--- src/rtl/regfile_wb_arbiter.sv ---
// regfile_wb_arbiter
// Writeback arbiter sitting directly in front of the register file's single
// write port. Single-cycle ALU results always win the port; long-latency
// results (load/mul/div) are queued in a small FIFO, drained when the ALU is
// idle, and bypassed straight to the port when nothing else competes.
// Write-after-write ordering is kept by killing queued results whose
// destination is overwritten by a younger ALU write.
//
// Optional feature macro: WB_STARVE_LIMIT_EN
//   When defined, a starvation counter asks upstream to withhold ALU results
//   (o_alu_stall) after STARVE_MAX consecutive cycles in which the ALU kept a
//   non-empty FIFO from draining. When undefined, o_alu_stall is tied to 0.
//
// Parameters
//   LQ_DEPTH    long-result FIFO entries (power of 2, >= 2)
//   STARVE_MAX  ALU-priority cycles tolerated before o_alu_stall rises
//
// Ports
//   i_clk         clock, all state on the rising edge
//   i_rst         synchronous active-high reset
//   i_alu_valid   ALU result present (always accepted)
//   i_alu_num     ALU destination register
//   i_alu_data    ALU result
//   i_lng_valid   long-latency result offered
//   o_lng_ready   long-latency result accepted when valid && ready
//   i_lng_num     long-latency destination register
//   i_lng_data    long-latency result
//   o_wr_en       register file write enable (registered)
//   o_wr_num      register file write index (registered)
//   o_wr_data     register file write data (registered)
//   o_pend_mask   bit n set: a live queued result targets register n
//   o_lq_count    FIFO occupancy, 0..LQ_DEPTH
//   o_alu_stall   ask upstream to withhold i_alu_valid next cycle

module regfile_wb_arbiter #(
   parameter int LQ_DEPTH   = 4,
   parameter int STARVE_MAX = 8
) (
   input  logic                        i_clk,
   input  logic                        i_rst,
   input  logic                        i_alu_valid,
   input  logic [4:0]                  i_alu_num,
   input  logic [31:0]                 i_alu_data,
   input  logic                        i_lng_valid,
   output logic                        o_lng_ready,
   input  logic [4:0]                  i_lng_num,
   input  logic [31:0]                 i_lng_data,
   output logic                        o_wr_en,
   output logic [4:0]                  o_wr_num,
   output logic [31:0]                 o_wr_data,
   output logic [31:0]                 o_pend_mask,
   output logic [$clog2(LQ_DEPTH):0]   o_lq_count,
   output logic                        o_alu_stall
);

   localparam int PW = $clog2(LQ_DEPTH);
   localparam int CW = PW + 1;

   // FIFO storage: each slot carries {live, num, data}
   logic              r_live [LQ_DEPTH];
   logic [4:0]        r_num  [LQ_DEPTH];
   logic [31:0]       r_data [LQ_DEPTH];
   logic [PW-1:0]     r_head;
   logic [PW-1:0]     r_tail;
   logic [CW-1:0]     r_count;

   // Registered write port
   logic              r_wr_en;
   logic [4:0]        r_wr_num;
   logic [31:0]       r_wr_data;

   logic              w_full;
   logic              w_empty;
   logic              w_lng_acc;
   logic              w_sel_pop;
   logic              w_sel_byp;
   logic              w_push;
   logic              w_squash;
   logic              w_wr_en;
   logic [4:0]        w_wr_num;
   logic [31:0]       w_wr_data;
   logic [31:0]       w_pend_mask;

   // Ready depends only on the registered occupancy, so a slot freed by this
   // cycle's pop is not offered to the producer until the next cycle.
   assign w_full      = (r_count == CW'(LQ_DEPTH));
   assign w_empty     = (r_count == '0);
   assign o_lng_ready = !i_rst && !w_full;
   assign w_lng_acc   = i_lng_valid && o_lng_ready;

   // Port ownership: ALU first, then the FIFO head, then a direct bypass of
   // the incoming long result when the queue is empty and the ALU is idle.
   assign w_sel_pop = !i_alu_valid && !w_empty;
   assign w_sel_byp = !i_alu_valid && w_empty && w_lng_acc;

   // An accepted long result that did not take the port is queued, unless it
   // targets r0 or collides with the ALU result written this same cycle (the
   // younger ALU value wins, so the long value would only be squashed later).
   assign w_push   = w_lng_acc && !w_sel_byp && (i_lng_num != 5'd0) &&
                     !(i_alu_valid && (i_alu_num == i_lng_num));
   assign w_squash = i_alu_valid && (i_alu_num != 5'd0);

   // Next write-port value; popping a squashed entry still uses the cycle but
   // produces no write.
   always_comb begin
      w_wr_en   = 1'b0;
      w_wr_num  = '0;
      w_wr_data = '0;
      if (i_alu_valid) begin
         w_wr_en   = (i_alu_num != 5'd0);
         w_wr_num  = i_alu_num;
         w_wr_data = i_alu_data;
      end else if (w_sel_pop) begin
         w_wr_en   = r_live[r_head];
         w_wr_num  = r_num[r_head];
         w_wr_data = r_data[r_head];
      end else if (w_sel_byp) begin
         w_wr_en   = (i_lng_num != 5'd0);
         w_wr_num  = i_lng_num;
         w_wr_data = i_lng_data;
      end
   end

   // Write-port register; index and data only move when a write happens.
   always_ff @(posedge i_clk) begin
      if (i_rst) begin
         r_wr_en   <= 1'b0;
         r_wr_num  <= '0;
         r_wr_data <= '0;
      end else begin
         r_wr_en <= w_wr_en;
         if (w_wr_en) begin
            r_wr_num  <= w_wr_num;
            r_wr_data <= w_wr_data;
         end
      end
   end

   // FIFO state. Squash only happens on ALU cycles, which never pop, and the
   // push slot is always free, so the later push assignment safely overrides
   // any squash of a stale tail slot.
   always_ff @(posedge i_clk) begin
      if (i_rst) begin
         for (int i = 0; i < LQ_DEPTH; i++) begin
            r_live[i] <= 1'b0;
            r_num[i]  <= '0;
            r_data[i] <= '0;
         end
         r_head  <= '0;
         r_tail  <= '0;
         r_count <= '0;
      end else begin
         for (int i = 0; i < LQ_DEPTH; i++) begin
            if (w_squash && (r_num[i] == i_alu_num)) begin
               r_live[i] <= 1'b0;
            end
         end
         if (w_sel_pop) begin
            r_live[r_head] <= 1'b0;
            r_head         <= r_head + PW'(1);
         end
         if (w_push) begin
            r_live[r_tail] <= 1'b1;
            r_num[r_tail]  <= i_lng_num;
            r_data[r_tail] <= i_lng_data;
            r_tail         <= r_tail + PW'(1);
         end
         case ({w_push, w_sel_pop})
            2'b10:   r_count <= r_count + CW'(1);
            2'b01:   r_count <= r_count - CW'(1);
            default: r_count <= r_count;
         endcase
      end
   end

   // Pending mask for decode hazard checks; only live slots contribute, and
   // popped slots have their live bit cleared so stale slots never show up.
   always_comb begin
      w_pend_mask = '0;
      for (int i = 0; i < LQ_DEPTH; i++) begin
         if (r_live[i]) begin
            w_pend_mask[r_num[i]] = 1'b1;
         end
      end
      w_pend_mask[0] = 1'b0;
   end

   assign o_wr_en     = r_wr_en;
   assign o_wr_num    = r_wr_num;
   assign o_wr_data   = r_wr_data;
   assign o_pend_mask = w_pend_mask;
   assign o_lq_count  = r_count;

`ifdef WB_STARVE_LIMIT_EN
   localparam int SW = $clog2(STARVE_MAX + 1);

   logic [SW-1:0] r_starve_cnt;
   logic [SW-1:0] w_starve_nxt;
   logic          r_alu_stall;

   // Count cycles where the ALU kept a non-empty FIFO from draining; any pop
   // restarts the count. Saturates so the stall stays up until a pop.
   always_comb begin
      w_starve_nxt = r_starve_cnt;
      if (w_sel_pop) begin
         w_starve_nxt = '0;
      end else if (!w_empty && i_alu_valid && (r_starve_cnt != SW'(STARVE_MAX))) begin
         w_starve_nxt = r_starve_cnt + SW'(1);
      end
   end

   // Stall is registered so upstream sees it at the start of the next cycle.
   always_ff @(posedge i_clk) begin
      if (i_rst) begin
         r_starve_cnt <= '0;
         r_alu_stall  <= 1'b0;
      end else begin
         r_starve_cnt <= w_starve_nxt;
         r_alu_stall  <= (w_starve_nxt == SW'(STARVE_MAX));
      end
   end

   assign o_alu_stall = r_alu_stall;

   // The ALU still wins if upstream ignores the stall, but that breaks the
   // forward-progress guarantee for queued results.
   a_stall_respected: assert property (@(posedge i_clk) disable iff (i_rst)
      !(r_alu_stall && i_alu_valid));
`else
   logic [31:0] w_unused_starve_max;
   assign w_unused_starve_max = 32'(STARVE_MAX);
   assign o_alu_stall         = 1'b0;
`endif

endmodule

--- config.mk ---
export PLATFORM = sky130hd
export DESIGN_NAME = regfile_wb_arbiter
export DESIGN_NICKNAME = d
export VERILOG_FILES = /design/src/rtl/regfile_wb_arbiter.sv
export SDC_FILE = /design/constraint.sdc
export NUM_CORES = 1
export LEC_CHECK = 0
export BUFFER_PORTS_ARGS = -buffer_cell sky130_fd_sc_hd__buf_2
export CELL_PAD_IN_SITES_DETAIL_PLACEMENT = 1
export CELL_PAD_IN_SITES_GLOBAL_PLACEMENT = 2
export CORE_MARGIN = 2
export CORE_UTILIZATION = 35
export DETAILED_ROUTE_END_ITERATION = 6
export PLACE_DENSITY_LB_ADDON = 0.1
export SYNTH_ARGS = -nofsm -noshare
export SYNTH_HDL_FRONTEND = slang
export SYNTH_SLANG_ARGS = --single-unit
--- constraint.sdc ---
create_clock -name i_clk -period 8.1 [get_ports i_clk]
set_clock_uncertainty 0.1 [all_clocks]
set_input_delay 0.405 -clock i_clk [delete_from_list [all_inputs] [get_ports i_clk]]
set_output_delay 0.405 -clock i_clk [all_outputs]
set_load 0.03 [all_outputs]
==> summary.md <==
| Metric | Value |
|---|---|
| PostCTS Resize Cnt | 0 |
| DRC errors left | 2 |
| Critical Path Max Stage Delay | 1100 ps |
| Via-to-Cell Ratio | 5.970 |
| CTS root buf | clkbuf_16 |
| FF/Latch Area | 5474 um^2 |
| Met2 WL | 16.54 mm |
| Library cells used by synthesis | 47 |
| Clk sink count | 199 |
| Initial Util | 0.3555 |
| Crit. path cell count | 4 |
| Req. time, crit path | 8290 ps |
| Synth Instances | 865 |
| Routed wl met3 | 1.446 mm |
| Die extent in y | 174.7 um |
| Worst path cell trace | mux4_2 -> and3b_2 -> or3_4 -> a211oi_1 |
| First-pass GRT wire length | 52.08 mm |
| Routability cong. | 0.8086 |
| Initial antenna violation count | 1 |
| Startpoint types | flop |
| DR vias | 8047 |
| Routed WL | 33.56 mm |
| Multiplexer share of the synthesized area | 0.08486 |
| Setup violators final | 0 |
| Critical path class | flop to flop |
| Antenna Cells | 0 |
| Initial drt markers | 714 |
| Total GRT Usage | 0.2227 |
| Detailed Routing Iterations Pass 1 | 7 |
| CTS H-tree lvls | 4 |
| FP Rows | 62 |
| Worst vdd ir | 116.5 uV |
| Post-synth EDFFs | 148 |
| FFs w/ async S/R, synth | 0 |
| Post-Synth Simple-Gate Area | 0.1574 |
| Pin count of the biggest net entering global routing | 80 |
| Ys Warns | 0 |
| Clk buf depth | 2 |
| Top_reg_cell synth | edfxtp_1 |
| CORE AREA | 28700 um^2 |
| Area of placed instances | 11240 um^2 |
| Met1 WL | 14.92 mm |
| Reg2Reg Setup Slack | 4700 ps |
| Growth of design area from synthesis to finish | 15.93% |
| Critical R2R Capture | o_wr_data[23]$_SDFFE_PP0P_ |
| Arr. time, crit path | 3590 ps |
| Post-route setup TNS | 0 ps |
| Post-Synth Adder-Cell Area | 0.01300 |
| Nets | 1039 |
| # IOs | 153 |
| Port bufs | 150 |
| Clock latency on the worst-skew pair | 440 ps |
| CP bufs+invs | 0 |
| Clock Pin Slew Worst Setup and Hold Paths | 90 ps |
| Register bit count reported by yosys | 199 |
| Slowest cell on crit path | dfxtp_2 |
| Worst r2r path cells | 4 |
| Area of the multi-input gates | 4275 um^2 |
| XOR/XNOR Fraction of Synth Area | 0.02403 |
| Grt ovf | 0 |
| Run status | finished with violations |
| Hold_buf cts | 0 |
| Crit. End Element | flop |
| Compound-gate portion of the synthesized area | 0.1281 |
| Post-CTS Setup Bufs | 0 |
| Top cell family by delay on the critical path | simple AND/OR/NAND/NOR gates |
| Hold WC Path Type | input port to flop |
| Slew HR | 0.2287 |
| Failing checks | DRC |
| CTS tree | built |
| Max-Cap Viols | 0 |
| Fill cells | 3103 |
| Sequential fraction of the synthesis area | 0.5356 |
| Num CTS Buffers | 17 |
| Largest family of logic cells by synthesized area | simple AND/OR/NAND/NOR gates |
| Fraction of layout cells with a size suffix above 1 | 0.2614 |
| Least-Margin Pin Slew | 1157 ps |
| DRT antenna net count | 0 |
| Static Leakage | 0.004300 uW |
| Fin Hold WS | 173.9 ps |
| Vias in the first global route | 8667 |
| Die ar. | 30530 um^2 |
| Max Slew Vio Count | 0 |
| Final Hold Vio Count | 0 |
| Top Metal Used | met4 |
| HPWL Detailed | 21.12 mm |
| Unrepaired setup endpoints after global routing | no |
| Fin crit period | 3398 ps |
| Max Clock Freq | 294.3 MHz |
| Post-DR wirelength/cell | 24.89 um |
| Setup crit end | o_wr_data[23]$_SDFFE_PP0P_ |
| CP Max Fanout | 38 |
| Syn_area_per_cell | 11.80 um^2 |
| Final cycle utilization of the critical path | 0.4195 |
| Cell Area, Synth | 10200 um^2 |
| Design area | 11830 um^2 |
| Chip Width | 174.7 um |
| Areal power density over the cells | 242.5 nW/um^2 |
-- per-stage QoR --
| step | util | cells | power (uW) | setup slack [ps] |
|---|---|---|---|---|
| finish | 0.4121 | 1348 | 2868 | 4702 |
| CTS | 0.4121 | 1348 | 2900 | 4648 |
| global placement | 0.3916 | 1316 | 2036 | 4625 |
| floorplan | - | 866 | 1802 | 4248 |
| detailed placement | 0.3916 | 1316 | 2055 | 4554 |
| global route | 0.4121 | 1348 | 3007 | 4512 |
-- state kept, by name, summed over array words and instances (netlist names), named ones only --
signal,flops
r_data,128
o_wr_en,1
o_wr_data,32
r_head,2
r_num,20
r_live,4
o_wr_num,5
o_lq_count,3
r_tail,2
-- worst min path at each step --
stage	start	end	slack, ps	cells past startpoint
final	i_lng_data[13]	r_data[3][13]$_DFFE_PP_	170	2
after CTS	i_lng_data[4]	r_data[3][4]$_DFFE_PP_	170	2
after detailed placement	r_head[1]$_SDFFE_PP0N_	flop	480	2
after global placement	o_lq_count[1]$_SDFFE_PP0P_	o_lq_count[1]$_SDFFE_PP0P_	460	2
after global routing	i_lng_data[4]	r_data[3][4]$_DFFE_PP_	170	2
after floorplan	r_tail[0]$_SDFFE_PP0P_	r_tail[0]$_SDFFE_PP0P_	400	2
-- cells in the mapped netlist (3+ instances only) --
master     count  area, um^2
nand3_1        4       20.02
or3b_2         6       52.55
nand3b_1      10       75.07
a22oi_1       13       97.59
a211oi_1      38       285.3
a22o_1         4       35.03
or3_1          4       25.02
o22ai_1       13       81.33
nor2_1        21       78.83
nor3_1       117       585.6
and3b_1        6       52.55
nand4_1        5       31.28
o21bai_1       4       30.03
nand2b_1       7       43.79
mux4_2        38       855.8
ha_1           9       112.6
a21oi_1       13       65.06
and3_1         4       25.02
inv_1         45       168.9
buf_6          4       45.04
buf_2          8       40.04
edfxtp_1     148        4444
o221ai_1      13       113.9
a221o_1       13       130.1
xor2_1        14       122.6
nor3b_1        8       60.06
nor4_1        38       237.7
xnor2_1       14       122.6
clkbuf_1      80       300.3
a222oi_1      37       370.4
o211ai_1       5       37.54
o2111ai_1      3       26.28
and2_1        37       231.5
nand2_1       15       56.30
dfxtp_1       51        1021
-- layout by cell type, fill, tap and decap left out, types with 4 or more instances in the layout --
cell,n
a22oi_1,13
mux4_2,38
nand3b_1,10
a222oi_1,37
o211ai_1,5
and2_1,37
or3b_2,6
a22o_1,4
nor3b_1,8
and3_1,4
a221o_1,13
nand4_1,5
inv_1,44
nor4_1,38
buf_2,150
nand2_1,15
nor2_1,20
nand2b_1,7
dfxtp_1,48
a211oi_1,37
nor3_1,117
buf_4,12
xnor2_1,14
ha_1,9
o22ai_1,13
o21bai_4,4
xor2_1,14
inv_6,5
clkbuf_16,17
o221ai_1,13
edfxtp_1,148
and3b_1,5
nand3_1,4
a21oi_1,13
or3_1,4
clkinv_8,4
-- worst register-to-register path, cell delays in order, from the launching register on --
cell      delay (ps)
dfxtp_2         1100
mux4_2           370
and3b_2          840
or3_4            650
a211oi_1         190
-- report_power, final --
part / internal (uW) / switching [uW]
clock: 417 / 428
combinational: 267 / 410
sequential: 1210 / 138
-- layer usage --
| metal | vias to the layer above | global-route usage |
|---|---|---|
| li1 | 3588 | - |
| met1 | 4161 | 0.2952 |
| met2 | 251 | 0.3818 |
| met3 | 47 | 0.02763 |
| met4 | 0 | 0.06806 |
| met5 | - | 0 |
-- layout make-up --
type                       instances  area share
sequential                       199      0.4628
multi-input combinational        526      0.3614
timing repair buffer             162     0.07108
tap                              384     0.04062
clock buffer                      18     0.03628
inverter                          45     0.01428
clock inverter                    14     0.01354
-- cell families after synthesis --
kind of cell	count (synthesis)
adders and majority gates	10
DFF	199
xor gates and xnor gates	28
AOI/OAI and AO/OA	161
and+or+nand+nor	286
muxes	39
buffers and inverters	141
other	1
No activity file was read; power rests on OpenSTA's default activity.
